### src/rtl/gated_sr_ff_bank.sv
// Bank of WIDTH gated SR flip-flops with selectable S=R=1 resolution, conflict flags and a saturating conflict counter.
// Optional registered q change mask when the SR_CHANGE_DET_EN macro is defined; otherwise changed is tied to 0.
module gated_sr_ff_bank #(
  parameter int               WIDTH     = 8,
  parameter int               SR_MODE   = 0,
  parameter logic [WIDTH-1:0] RESET_VAL = '0,
  parameter int               CNT_W     = 8
) (
  input  logic             clk,
  input  logic             rst_n,
  input  logic             en,
  input  logic [WIDTH-1:0] s,
  input  logic [WIDTH-1:0] r,
  output logic [WIDTH-1:0] q,
  output logic [WIDTH-1:0] q_n,
  output logic [WIDTH-1:0] conflict,
  output logic [CNT_W-1:0] conf_cnt,
  output logic [WIDTH-1:0] changed
);

  // Out-of-range modes fall back to hold.
  localparam int MODE = (SR_MODE >= 0 && SR_MODE <= 3) ? SR_MODE : 0;

  logic [WIDTH-1:0] hit;
  logic [WIDTH-1:0] both_val;
  logic [WIDTH-1:0] q_next;

  assign hit = s & r;
  assign q_n = ~q;

  always_comb begin
    both_val = q;
    case (MODE)
      1:       both_val = '1;
      2:       both_val = '0;
      3:       both_val = ~q;
      default: both_val = q;
    endcase
  end

  always_comb begin
    q_next = q;
    if (en) begin
      q_next = (q & ~s & ~r) | (s & ~r) | (hit & both_val);
    end
  end

  always_ff @(posedge clk or negedge rst_n) begin
    if (!rst_n) begin
      q        <= RESET_VAL;
      conflict <= '0;
      conf_cnt <= '0;
    end else begin
      q        <= q_next;
      conflict <= en ? hit : '0;
      if (en && (|hit) && (conf_cnt != {CNT_W{1'b1}})) begin
        conf_cnt <= conf_cnt + CNT_W'(1);
      end
    end
  end

`ifdef SR_CHANGE_DET_EN
  always_ff @(posedge clk or negedge rst_n) begin
    if (!rst_n) begin
      changed <= '0;
    end else begin
      changed <= q_next ^ q;
    end
  end
`else
  assign changed = '0;
`endif

endmodule
### config.mk
export PLATFORM = sky130hd
export DESIGN_NAME = gated_sr_ff_bank
export DESIGN_NICKNAME = d
export VERILOG_FILES = /design/src/rtl/gated_sr_ff_bank.sv
export SDC_FILE = /design/constraint.sdc
export NUM_CORES = 1
export LEC_CHECK = 0
export CAP_MARGIN = 40
export CORE_MARGIN = 1.5
export CORE_UTILIZATION = 44
export CTS_BUF_LIST = sky130_fd_sc_hd__clkbuf_4 sky130_fd_sc_hd__clkbuf_8
export DETAILED_ROUTE_END_ITERATION = 10
export GPL_ROUTABILITY_DRIVEN = 0
export MAX_ROUTING_LAYER = met4
export PLACE_DENSITY = 0.86
export SYNTH_ARGS = -nofsm -noshare
export SYNTH_HDL_FRONTEND = slang
export SYNTH_SLANG_ARGS = --single-unit
### constraint.sdc
create_clock -name clk -period 2.34 [get_ports clk]
set_input_delay 0.702 -clock clk [delete_from_list [all_inputs] [get_ports clk]]
set_output_delay 0.702 -clock clk [all_outputs]
set_load 0.02 [all_outputs]
==> results.txt <==
- From bottom edge to top edge, the die measures 54.01 um.
- Register bit total from synthesis: 24
* Placeable core region: 0.002477 mm^2
* Overall track demand over capacity in global routing: 0.1999
- Counting the buffers created by CTS gives 3.
- Outcome: completed
- Distinct cell type count of the synthesized netlist: 26
- Once detail routing completed, the nets flagged for antenna violations numbered 0.
- Ports placed on the boundary: 59
- CTS saw 24 sinks.
* P per Cell Area: 786.7 mW/mm^2
- Worst R2R Start: conf_cnt[0]
- Startpoint type of the worst setup path: flip-flop
* Max Root-Sink Buffers: 2
- For this run, the number of Yosys warnings is 0.
- The repair_antennas step left the layout with diodes totalling 0.
- Clock latency reported for the late side of the worst-skew pair: between 300 and 400 ps
* Shortest clock period the worst path allows after layout: 2122 ps
* Number of setup buffers added after CTS: 0
- The via count of the first global-routing pass came to approximately 900.
- The path with the worst hold slack has its endpoint at conf_cnt[5].
- Vias after detailed routing: 1009
- Setup repair after global routing left no endpoint under its margin.
- Top_reg_cell synth: sky130_fd_sc_hd__dfrtp_1
- In the finished design, the share of the clock period the worst path needs comes to 0.9067.
- Startpoint of the worst hold path: conf_cnt[5]
- Input/output buffers: 50
* Leading area contributor after synthesis: sky130_fd_sc_hd__dfrtp_1
- In this run the horizontal extent of the chip is 54.01 um.
- At the worst endpoint, the required time is 1640 ps.
- The share of the Yosys chip area taken by registers is 0.5246.
- In the final design database the tool counted 188 nets.
* Leakage power of the design: 0.8022 nW
* Sequential standard cell area: 600.6 um^2
- Aggregate global routing overflow: 0
- VDD IR max: slightly below 0.5 mV
* Worst Clk Skew: 6.264 ps
- After clock tree synthesis, the flow added hold-fix buffers numbering 0.
- In this run, synthesis inferred 0 flip-flops with an integrated enable.
- Summing all multi-input logic gate instances after layout gives 461.7 um^2.
* Util after Layout: 0.6955
- Max Freq: 0.4713 GHz
* CTS H-tree lvls: 1
- The final max-slew violation count came to 0.
* Critical path type: flip-flop to primary output
- The first global-routing pass estimated ~4 mm of wire.
- Fill cell total of the finished layout: 183
* RR Endpoint: conf_cnt[1]
- Post-Synthesis Cells: 110
* CP endpoint kind: primary output
- Dividing the synthesized area by the synthesized cell count gives 10.41 um^2.
* Detailed-route wire length: 2.774 mm
- Setup Viol. Count Final: 0
* Clock root buffer: sky130_fd_sc_hd__clkbuf_4
- CTS tree: yes
- Counting instances, the worst hold path has a depth of 1.
- Maximum number of pins on one net before global-route repair: 25
* Largest cells by area after synthesis: sky130_fd_sc_hd__dfrtp_1 52%, sky130_fd_sc_hd__o21ai_0 6.6%, sky130_fd_sc_hd__buf_4 5.2%
- In this run, the number of DRC markers left after iteration 0 of detailed routing was 8.
* Proportion of layout cells with a drive suffix above 1: 0.1078
- Average vias per placed instance: about 5.1
* Layout Area Growth over Synthesis: 50.49%
* Worst min path class: flip-flop to flip-flop
- The library cells used most frequently in the layout, excluding fill and tap cells, are 50 x sky130_fd_sc_hd__clkdlybuf4s50_1, 24 x sky130_fd_sc_hd__dfrtp_1, 15 x sky130_fd_sc_hd__o21ai_0, 11 x sky130_fd_sc_hd__inv_1.
* Number of antenna violations at the first check in global routing: 0
* Max-cap violations: 0
- Mapped Area: about 0.0011 mm^2
- Async set-reset flop share out of synthesis: 1.000
- The worst register-to-register path has a setup slack of 630 ps.
- Post-detailed-placement half-perimeter wirelength: between 2 and 2.5 mm
- Highest fanout seen on the critical path: 4
* Routed wire per std cell: 14.08 um
- After clock tree synthesis, the clock-pin slew on the worst setup and hold paths is roughly 140 ps.
* Yosys top cell area share: 0.5246
* DRC viols: 0
- Post-CTS Resized: 0
- After floorplanning, the core was divided into 18 placement rows.
* Final-layout setup total negative slack: 0 ps
- Number of cell instances on the worst register-to-register path: 6
- Floorplan die area: 0.002917 mm^2
- Arrival time of the worst setup path: 1420 ps
- Pre-Repair DR Iteration Count: 4
- Effective utilization at floorplan: 0.4621
- The library cell used most frequently in the layout, excluding fill and tap cells, is sky130_fd_sc_hd__clkdlybuf4s50_1.
- Final count of hold timing violations: 0
==> flip-flops by register name (all words and copies together) (netlist names) <==
register,count
conf_cnt,8
conflict,8
q,8
==> layout make-up <==
cell class,count,share of cell area
multi-input cells,72,0.2680
clock buffers,4,0.02106
well taps,30,0.02179
inverters,11,0.02397
flip-flops and latches,24,0.3486
repair buffers,56,0.3166
==> critical path: stages, from the launching register on <==
cell	delay [ps]
sky130_fd_sc_hd__dfrtp_1	430
sky130_fd_sc_hd__inv_1	70
sky130_fd_sc_hd__clkdlybuf4s50_1	610
==> metrics by stage <==
step / total power [W] / area [um^2] / hold WS, ps / setup WS, ps / instances
after global placement: 0.001123 / 1687 / 490.8 / -19.61 / 193
after global routing: 0.001435 / 1723 / 553.1 / 143.9 / 197
after floorplan: 0.0008627 / 1171 / 406.4 / 481.3 / 117
final: 0.001355 / 1723 / 524.7 / 218.4 / 197
after detailed placement: 0.001145 / 1687 / 498.1 / -71.23 / 193
after CTS: 0.001359 / 1723 / 522.8 / 202.2 / 197
==> power by group <==
| group | leakage, nW | switching, W | internal (W) | total (W) |
|---|---|---|---|---|
| Sequential | 0.286 | 0.0000849 | 0.000492 | 0.000577 |
| Clock | 0.0210 | 0.000122 | 0.0000948 | 0.000217 |
| Combinational | 0.495 | 0.000279 | 0.000283 | 0.000561 |
| Total | 0.802 | 0.000486 | 0.000869 | 0.00136 |
==> cell usage after synthesis, types with 2 or more instances <==
| library cell | count |
|---|---|
| sky130_fd_sc_hd__inv_1 | 11 |
| sky130_fd_sc_hd__nand2_1 | 5 |
| sky130_fd_sc_hd__clkbuf_1 | 2 |
| sky130_fd_sc_hd__buf_4 | 8 |
| sky130_fd_sc_hd__nor2_1 | 3 |
| sky130_fd_sc_hd__o21ai_0 | 15 |
| sky130_fd_sc_hd__nand3_1 | 4 |
| sky130_fd_sc_hd__a22o_1 | 2 |
| sky130_fd_sc_hd__xnor2_1 | 4 |
| sky130_fd_sc_hd__nand4_1 | 3 |
| sky130_fd_sc_hd__dfrtp_1 | 24 |
| sky130_fd_sc_hd__a22oi_2 | 2 |
| sky130_fd_sc_hd__a21oi_1 | 7 |
| sky130_fd_sc_hd__and3_1 | 8 |
==> cell families after synthesis <==
logic type | share of synthesized area
buf+inv | 0.09509
fa+ha+maj | 0.01093
mux | 0.03169
compound gates | 0.1464
flops | 0.5246
other cells | 0.003276
simple gates | 0.1497
xor+xnor | 0.03825
==> layer usage <==
layer	wire, um	GRT usage	up-vias	part of all wire
li1	-	-	479	-
met1	1162	0.2408	476	0.42
met2	1378	0.3435	50	0.50
met3	205	0.03056	4	0.074
met4	27	0.06250	0	0.0097
met5	0	-	-	0
==> worst max path at each step <==
stage	startpoint	endpoint	slack [ps]	depth (start not counted)
detailed placement	s[6]	conf_cnt[1]	-70	6
global route	conf_cnt[7]	conf_cnt[7]	140	1
floorplan	s[6]	conf_cnt[1]	480	5
global placement	s[6]	conf_cnt[1]	-20	6
CTS	q[2]	q_n[2]	200	2
finish	q[0]	q_n[0]	220	2
(Power assumes the default switching activity.)
